File: config.mk
export PLATFORM = sky130hd
export DESIGN_NAME = bundle_serializer_128
export DESIGN_NICKNAME = d
export VERILOG_FILES = /design/src/rtl/bundle_pkg.sv /design/src/rtl/lane_pick4.sv /design/src/rtl/bundle_serializer_128.sv
export SDC_FILE = /design/constraint.sdc
export NUM_CORES = 1
export LEC_CHECK = 0
export ABC_AREA = 0
export CAP_MARGIN = 20
export CORE_MARGIN = 4
export CORE_UTILIZATION = 40
export CTS_CLUSTER_DIAMETER = 30
export DETAILED_ROUTE_END_ITERATION = 12
export HOLD_SLACK_MARGIN = 0.1
export PLACE_DENSITY = 0.78
export SYNTH_ARGS = -nofsm -noshare
export SYNTH_HDL_FRONTEND = slang
export SYNTH_SLANG_ARGS = --single-unit
File: constraint.sdc
create_clock -name clk -period 2.4 [get_ports clk]
set_input_delay 0.36 -clock clk [delete_from_list [all_inputs] [get_ports clk]]
set_output_delay 0.36 -clock clk [all_outputs]
set_load 0.03 [all_outputs]
File: src/rtl/bundle_pkg.sv
// Shared types and sizing for the 128-bit fetch bundle serializer.
package bundle_pkg;

  localparam int LANE_W   = 32;
  localparam int LANES    = 4;
  localparam int BUNDLE_W = LANE_W * LANES;

  typedef enum logic {
    IDLE  = 1'b0,
    DRAIN = 1'b1
  } state_t;

  typedef logic [1:0] lane_idx_t;

endpackage

File: src/rtl/lane_pick4.sv
// Combinational lane finder: lowest set mask bit at or above a start index,
// plus whether any set bit lies strictly above the start index.
module lane_pick4
  import bundle_pkg::*;
(
  input  logic [LANES-1:0] mask,
  input  lane_idx_t        start,
  output lane_idx_t        first,
  output logic             found,
  output logic             none_above
);

  // NOTE: every output gets a default before the loop so no latch is inferred.
  always_comb begin
    first      = '0;
    found      = 1'b0;
    none_above = 1'b1;
    // Descending scan: the last hit written is the lowest qualifying lane.
    for (int i = LANES - 1; i >= 0; i--) begin
      if (mask[i] && (lane_idx_t'(i) >= start)) begin
        first = lane_idx_t'(i);
        found = 1'b1;
      end
      if (mask[i] && (lane_idx_t'(i) > start)) begin
        none_above = 1'b0;
      end
    end
  end

endmodule

File: src/rtl/bundle_serializer_128.sv
// Drains a 128-bit fetch bundle into 32-bit words, one set lane per beat.
// Optional zero-bubble chaining of bundles: define BUNDLE_SER_BACK_TO_BACK_EN.
module bundle_serializer_128
  import bundle_pkg::state_t;
  import bundle_pkg::lane_idx_t;
  import bundle_pkg::IDLE;
  import bundle_pkg::DRAIN;
#(
  parameter int LANE_W = 32,
  parameter int LANES  = 4
) (
  input  logic                    clk,
  input  logic                    areset,
  input  logic                    flush,
  input  logic                    in_valid,
  output logic                    in_ready,
  input  logic [LANE_W*LANES-1:0] in_data,
  input  logic [LANES-1:0]        in_mask,
  output logic                    out_valid,
  input  logic                    out_ready,
  output logic [LANE_W-1:0]       out_data,
  output logic [1:0]              out_lane,
  output logic                    out_last
);

  state_t                        state;
  logic [LANES-1:0][LANE_W-1:0]  bundle_q;
  logic [LANES-1:0]              rem_mask;
  lane_idx_t                     cur;

  lane_idx_t                     next_lane;
  logic                          next_unused_found;
  logic                          no_higher;
  lane_idx_t                     init_lane;
  logic                          init_found;
  logic                          init_unused_none_above;

  // Clearing the presented lane leaves exactly the lanes still to follow it.
  lane_pick4 u_pick_next (
    .mask       (rem_mask & ~(LANES'(1) << cur)),
    .start      (cur),
    .first      (next_lane),
    .found      (next_unused_found),
    .none_above (no_higher)
  );

  lane_pick4 u_pick_init (
    .mask       (in_mask),
    .start      (2'd0),
    .first      (init_lane),
    .found      (init_found),
    .none_above (init_unused_none_above)
  );

  assign out_valid = (state == DRAIN);
  assign out_data  = out_valid ? bundle_q[cur] : '0;
  assign out_lane  = out_valid ? cur : 2'd0;
  assign out_last  = out_valid && no_higher;

`ifdef BUNDLE_SER_BACK_TO_BACK_EN
  assign in_ready = !areset && !flush &&
                    ((state == IDLE) || (out_last && out_ready));
`else
  assign in_ready = !areset && !flush && (state == IDLE);
`endif

  wire accept = in_valid && in_ready;

  // NOTE: all state updates use non-blocking assignments; a later assignment
  // in the same edge (a new bundle load) overrides an earlier one.
  always_ff @(posedge clk) begin
    if (areset) begin
      state    <= IDLE;
      bundle_q <= '0;
      rem_mask <= '0;
      cur      <= '0;
    end else if (flush) begin
      state    <= IDLE;
      rem_mask <= '0;
    end else begin
      if (state == DRAIN && out_ready) begin
        rem_mask[cur] <= 1'b0;
        if (no_higher) begin
          state <= IDLE;
        end else begin
          cur <= next_lane;
        end
      end
      if (accept && init_found) begin
        bundle_q <= in_data;
        rem_mask <= in_mask;
        cur      <= init_lane;
        state    <= DRAIN;
      end
    end
  end

endmodule

[After elaboration in Yosys (flattened, before gate mapping)]
Index checks and enable logic that the tools add are counted.
Word-level totals
  memories: 0
  ROM bits: 0
  logic and storage cells: 78
  output and inout port bits: 37
  latch bits: 0
  flip-flop bits (word level): 135
  input port bits: 137
  bits in writable memories: 0
Operators by class
  magnitude comparators: 10
  add/sub/neg operators: 0
  divide/modulo/power cells: 0
  shifts and indexed selects: 1
  bitwise operators: 6
  multiplexer cells: 30
  $mul: 0
  reduce and logical (&&, ||, !) cells: 23
  eq/ne operators: 1
Operators with widths (number)
  32-bit binary-select mux with 2-bit select: 1
  32-bit two-way mux: 2
  2-bit two-way mux: 12
  1-bit logical AND: 15
  1-bit two-way mux: 12
  4-bit AND: 2
  4-bit two-way mux: 2
  4-bit NOT: 2
  1-bit by 2-bit >= comparator with 1-bit output, first input constant: 2
  2-bit >= comparator, first input constant: 2
  1-bit by 2-bit greater-than comparator with 1-bit output, first input constant: 2
  2-bit greater-than comparator, first input constant: 2
  2-bit AND reduction: 2
  2-bit nonzero test: 2
  1-bit by 2-bit << shifter with 4-bit output, first input constant: 1
  2-bit by 3-bit less-than comparator with 1-bit output, second input constant: 1
  3-bit AND reduction: 1
  1-bit demux with 2-bit select: 1
  2-bit by 1-bit >= comparator with 1-bit output, second input constant: 1
  1-bit logical NOT: 2
  2-bit by 1-bit != test with 1-bit output, second input constant: 1
  1-bit NOT: 2
  2-bit OR reduction: 1

[Longest topological paths before layout]
Gate-level depths: netlist of run 1.
  depth after elaboration: 11
  gate-level depth with buffers: 7
  depth with buffers taken out: 4

[Cells and area by module]
Synthesis of run 1 repeated with hierarchy kept, for this count alone.
Second synthesis, totals
  cells, all modules: 740
  area, all modules: 6377.4 um^2
Modules (own cells, without submodules)
  bundle_serializer_128: cells each 712, area each 6204.7 um^2, seq. area each 2702.6 um^2, instances 1
  lane_pick4: cells each 14, area each 86.3 um^2, seq. area each 0.0 um^2, instances 2

[Least setup slack after synthesis of run 1]
No wires, ideal clock.
  kind: register to output
  start point: reg cur[0]
  end point: out out_data[10]
  stages on the path, launching flop included: 5
  path slack: 0.303 ns
  data arrival time: 1.737 ns
  required time: 2.040 ns
  cells stage by stage: dfxtp_1 buf_2 buf_2 mux4_2 and2_1
On the way
  longest elaborated chain between the ends: 3
Ends and longest elaborated chain
  start: declaration: RTL line bundle_serializer_128.sv:29  | lane_idx_t cur;
  start signal: assignment: RTL line bundle_serializer_128.sv:86  | cur <= next_lane;
  start signal: assignment: RTL line bundle_serializer_128.sv:92  | cur <= init_lane;
  32-bit binary-select mux with 2-bit select: RTL line bundle_serializer_128.sv:56  | assign out_data = out_valid ? bundle_q[cur] : '0;
  32-bit two-way mux (implied by the code): RTL line bundle_serializer_128.sv:56
  32-bit two-way mux: RTL line bundle_serializer_128.sv:56
  end: declaration: RTL line bundle_serializer_128.sv:21  | output logic [LANE_W-1:0] out_data,
No other way between the ends. The select of a mux whose other input is x is not followed.

[Worst setup path in the final report of run 1]
  start point: reg cur[0]
  end point: out out_data[1]
The elaborated chain is that of the path after synthesis.

==> results of run 1 <==
## sequential cells by signal (all words and copies together), names as in the netlist
name / flops
bundle_q: 128
cur: 2
out_valid: 1
rem_mask: 3
## cells in the mapped netlist (all sizes together) (2+ instances only)
library cell and count:
buf 25, nand4b 2, o311ai 2, nand2 260, nor2 4, nand2b 3
clkbuf 32, o21ai 4, and2 35, dfxtp 134, inv 2, a21oi 131
mux4 32
## timing repair
action / CTS / global route
cloned: 0 / 1
pin swaps: 0 / 0
hold buffers: 0 / 0
gates resized for setup: 30 / 28
endpoints found under the setup margin: 31 / 21
## worst min-delay path: stages
cell	delay, ps
buf_4	130
or2_2	120
buf_4	130
nor2_1	40
## metrics by stage
step                instances  instance area (um^2)  hold slack (ps)   util
global placement         1003                  7780              438  0.552
global route             1033                  8300              421  0.589
floorplan                 683                  5840              433      -
detailed placement       1003                  7780              445  0.552
CTS                      1032                  8330              401  0.591
finish                   1033                  8300              420  0.589
## layer usage
| metal | up-vias | share of wire | track usage |
|---|---|---|---|
| met5 | - | 0 | 0 |
| met4 | 0 | 0.012 | 0.0630 |
| li1 | 2607 | - | - |
| met3 | 18 | 0.076 | 0.0577 |
| met1 | 2436 | 0.44 | 0.244 |
| met2 | 160 | 0.47 | 0.302 |
## layout make-up
| class | instances | area [um^2] | area share |
|---|---|---|---|
| clock inverters | 3 | 42.5 | 0.00512 |
| inverters | 2 | 7.51 | 0.000904 |
| repair buffers | 198 | 1990 | 0.239 |
| multi-input cells | 490 | 2850 | 0.343 |
| well taps | 180 | 225 | 0.0271 |
| flip-flops and latches | 134 | 2690 | 0.323 |
| clock buffers | 26 | 509 | 0.0613 |
## report_power, final
part	switching, mW	internal, mW	leakage [nW]	total [mW]
clock network	0.879	1.54	0.268	2.42
logic	0.212	0.312	1.60	0.523
registers	0.0347	2.30	1.09	2.33
total	1.13	4.15	2.95	5.28
## worst min-delay path by stage
| stage | start | to | cells past startpoint | slack (ps) |
|---|---|---|---|---|
| after floorplan | bundle_q[64] | bundle_q[64] | 2 | 430 |
| after global placement | bundle_q[68] | bundle_q[68] | 2 | 440 |
| after detailed placement | bundle_q[77] | bundle_q[77] | 2 | 440 |
| after CTS | areset | rem_mask[3] | 4 | 400 |
| after global routing | areset | rem_mask[3] | 4 | 420 |
| final | areset | rem_mask[3] | 4 | 420 |
## cell usage in the layout (no fill, tap or decap), types with 2 or more instances in the layout
cell type and n:
nand2b_1 3, o21ai_0 3, dfxtp_1 132, clkbuf_2 14, nand2_1 260, a21oi_1 131, dlygate4sd2_1 4, nand4b_1 2
o311ai_0 2, clkbuf_16 18, nor2_1 4, buf_4 27, clkbuf_8 5, clkdlybuf4s50_1 136, clkdlybuf4s15_2 3, buf_12 13
inv_1 2, clkbuf_1 4, mux4_2 32, dfxtp_2 2, and2_1 35
## cells by family after synthesis
logic type             after synthesis  synth area share
AO/OA/AOI/OAI                      148             0.139
buffers and inverters               59            0.0549
flip-flops                         134             0.459
multiplexers                        32             0.123
AND/OR/NAND/NOR                    310             0.223
==> flow_summary.json, run 1 <==
{
  "hpwlAfterDp_um": 10500,
  "cp-startpoint": "cur[0]",
  "path_cells": "buf_12 -> mux4_2 -> and2_1 -> dlygate4sd2_1",
  "htreeDepth": 4,
  "power_leakage_nw": 2.95,
  "cts_setup_buffers": 0,
  "synth_flop_cell": "dfxtp_1",
  "worst-endpoint-arrival_ps": 1970,
  "power_per_cell_area_mw_per_mm2": 636,
  "numPortBuffers": 173,
  "irDropWorstVdd_v": 0.000483,
  "antenna_found_initial": 0,
  "core_area_mm2": 0.0141,
  "ant_nets": 0,
  "initial_core_util": 0.414,
  "drv_cap": 0,
  "total_power_mw": 5.28,
  "r2r_start": "out_valid",
  "yosysSeqAreaShare": 0.459,
  "hp-class": "primary input to register",
  "ys_async_sr_fraction": 0,
  "timing.final.crit_share": 0.972,
  "reg2regPathDepth": 5,
  "crit_path_end": "out_data[1]",
  "fmax_mhz": 429,
  "clk_latency_ps": 410,
  "min_period_ps": 2330,
  "dpl_worst_slack_ps": 66.7,
  "ys_types": 33,
  "wl_per_cell_um": 15.2,
  "nets": 980,
  "drive_gt1_frac": 0.144,
  "clockBufferDepth": 2,
  "startpoint_type": "register",
  "rows": 43,
  "drt_iter0_markers": 243,
  "tns_ps": 0,
  "avgSynthCellArea_um2": 8.55,
  "critical_path.slowest_cell": "mux4_2",
  "syn_nets": 820,
  "grt_first_pass_wirelength_um": 24900,
  "route.detailed.drc": 0,
  "synth_top_area_cell": "dfxtp_1",
  "netlist_area_mm2": 0.00584,
  "first_pass_iters": 4,
  "ioPinCount": 174,
  "path_class": "register to primary output",
  "root_buffer": "clkbuf_16",
  "clock_skew_ps": 5.49,
  "worst-path-buf-inv": 2,
  "cts.sinks": 134,
  "final_hold_viol_count": 0,
  "path_max_fanout": 11,
  "ys_top_cells_by_area": "dfxtp_1 (46%), nand2_1 (17%), mux4_2 (12%), a21oi_1 (11%), and2_1 (3.7%)",
  "grt_pass1_vias": 5153,
  "cpLargestDelayFamily": "buffers and inverters",
  "yosys_warnings": 0,
  "drt-total-wl_um": 15700,
  "antennaDiodeCount": 0,
  "die_area_mm2": 0.0166,
  "grt_use_total": 0.189,
  "rr_endpoint": "bundle_q[99]",
  "setup_ws_ps": 67.5,
  "synth-seq-cells": 134,
  "yosysTopAreaCellShare": 0.459,
  "clkSlewWorstSetupHoldPaths_ps": 50,
  "cp.depth": 4,
  "gr-total-overflow": 0,
  "gp_congestion": 0.815,
  "cts_tree": "done",
  "nFillCells": 1263,
  "grt_setup_unrepaired": "false",
  "die_h_um": 129,
  "avgViaCountPerCell": 5.05,
  "status": "finished clean",
  "fp.dieW_um": 129,
  "worstPathRequired_ps": 2040,
  "worst_slew_pin_slew_ps": 766,
  "setup_violations": 0,
  "synthToLayoutAreaGrowth_pct": 42.2,
  "synth_edf_count": 0,
  "slew_viol_final": 0,
  "syn_inst": 683,
  "vias": 5221,
  "cts_buffers": 17,
  "slowest_delay_ps": 490,
  "grt_max_degree": 77,
  "cp-end-kind": "primary output",
  "rrSetupSlack_ps": 570,
  "slew_headroom": 0.490
}
No activity file was read; power rests on OpenSTA's default activity.
==> inputs of run 2 (changes only) <==
- clock period: 2.4 -> 2.32 ns (I/O delays scaled with it)
==> run 2 against run 1 <==
  * Power rose by 2.6%
  * Clock skew hardly changed
  * Worst hold slack worse by 10 ps
  * Non-clock buffer count grew 8
  * First-iteration DRC count rose by 23%
  * Global-route usage hardly changed
  * Via count about the same
  * Combinational power grew 5.0%
  * Final area up 1.2%
  * Wire length grew 1.7%
  * Largest power group unchanged
  * Die area is the same
  * Critical path depth unchanged
==> flow_summary.json, run 2 (synthesized netlist as in run 1, its figures left out) <==
{
  "wl_per_cell_um": 15.3,
  "antennaDiodeCount": 0,
  "slowest_delay_ps": 520,
  "final_cell_mix": "nand2_1 (260), clkdlybuf4s50_1 (136), dfxtp_1 (132)",
  "final_hold_viol_count": 0,
  "die_area_mm2": 0.0166,
  "rows": 43,
  "cts.sinks": 134,
  "critical_path.slowest_cell": "mux4_2",
  "clockBufferDepth": 2,
  "gr-total-overflow": 0,
  "whs_ps": 410,
  "worstPathRequired_ps": 1970,
  "slew_viol_final": 0,
  "htreeDepth": 4,
  "grt_pass1_vias": 5163,
  "worst-endpoint-arrival_ps": 1920,
  "setup_ws_ps": 47.5,
  "cts_tree": "done",
  "fp.dieW_um": 129,
  "avgViaCountPerCell": 5.02,
  "drive_gt1_frac": 0.162,
  "irDropWorstVdd_v": 0.000535,
  "dpl_worst_slack_ps": -50.2,
  "root_buffer": "clkbuf_16",
  "clkSlewWorstSetupHoldPaths_ps": 50,
  "drt-total-wl_um": 15900,
  "route.detailed.drc": 0,
  "path_class": "register to primary output",
  "worst_slew_pin_slew_ps": 814,
  "hpwlAfterDp_um": 10400,
  "drt_iter0_markers": 298,
  "cts-hold-fix-buffers": 0,
  "ant_nets": 0,
  "status": "finished clean",
  "grt_setup_unrepaired": "true",
  "layout_commonest_cell": "nand2_1",
  "top_register": "bundle_q",
  "antenna_found_initial": 0,
  "power_per_cell_area_mw_per_mm2": 645,
  "largest_reg_flops": 128,
  "synthToLayoutAreaGrowth_pct": 43.9,
  "grt_use_total": 0.189,
  "ioPinCount": 174,
  "grt_max_degree": 76,
  "reg_top3": "bundle_q x128, rem_mask x3, cur x2",
  "clk_latency_ps": 410,
  "nets": 988,
  "core_area_mm2": 0.0141,
  "final_core_util": 0.596,
  "gp_congestion": 0.787,
  "vias": 5223,
  "grt_first_pass_wirelength_um": 25000,
  "numPortBuffers": 173,
  "path_max_fanout": 6,
  "timing.final.crit_share": 0.980,
  "path_cells": "buf_12 -> mux4_2 -> and2_1 -> clkdlybuf4s15_2",
  "first_pass_iters": 4,
  "fmax_mhz": 440,
  "die_h_um": 129,
  "clock_skew_ps": 5.22,
  "hp-class": "primary input to register",
  "initial_core_util": 0.414,
  "slew_headroom": 0.456,
  "cts_buffers": 17,
  "min_period_ps": 2270,
  "drv_cap": 0,
  "setup_violations": 0,
  "power_leakage_nw": 3.00,
  "cp-end-kind": "primary output",
  "startpoint_type": "register"
}
run 2: per-stage QoR:
step | instance area [um^2] | cells | power (mW) | setup TNS (ps)
after floorplan | 5840 | 683 | 2.68 | 0
after global placement | 7770 | 1004 | 2.99 | 0
after detailed placement | 7770 | 1004 | 3.00 | -1340
after CTS | 8390 | 1034 | 5.47 | -249
after global routing | 8400 | 1040 | 5.62 | -22.4
final | 8400 | 1040 | 5.42 | 0
run 2: repair_timing:
action,4_1_cts,5_1_grt
endpoints found under the setup margin,31,22
setup buffers,1,5
gates resized for setup,61,34
gates cloned,1,1
run 2: area by class of cell:
class,instances,area [um^2]
multi-input combinational,490,2850
sequential,134,2690
inverter,2,7.51
fill,1258,5690
tap,180,225
timing repair buffer,206,2090
clock buffer,23,488
clock inverter,5,50.0
run 2: path summary, 6_finish.rpt:
path	from	to	slack (ps)	cells past startpoint
hold reg to reg	bundle_q[91]	bundle_q[91]	450	2
hold / removal	areset	rem_mask[1]	410	4
setup reg to reg	out_valid	bundle_q[125]	500	7
setup / recovery	cur[0]	out_data[16]	50	4
run 2: worst max-delay path: cells and delay by family (launching register included):
family / cells / cell delay [ps]
AND/OR/NAND/NOR: 1 / 180
buffers and inverters: 2 / 420
flip-flops: 1 / 400
multiplexers: 1 / 520
run 2: power breakdown:
part / internal (mW) / leakage (nW) / switching (mW)
Sequential: 2.38 / 1.09 / 0.0351
Combinational: 0.326 / 1.64 / 0.223
Clock: 1.55 / 0.270 / 0.903
Total: 4.26 / 3.00 / 1.16
run 2: layer usage:
layer / routed length, um / track usage / vias to the layer above
li1: - / - / 2621
met1: 6990 / 0.246 / 2438
met2: 7730 / 0.309 / 150
met3: 1050 / 0.0502 / 14
met4: 155 / 0.0550 / 0
met5: 0 / 0 / -
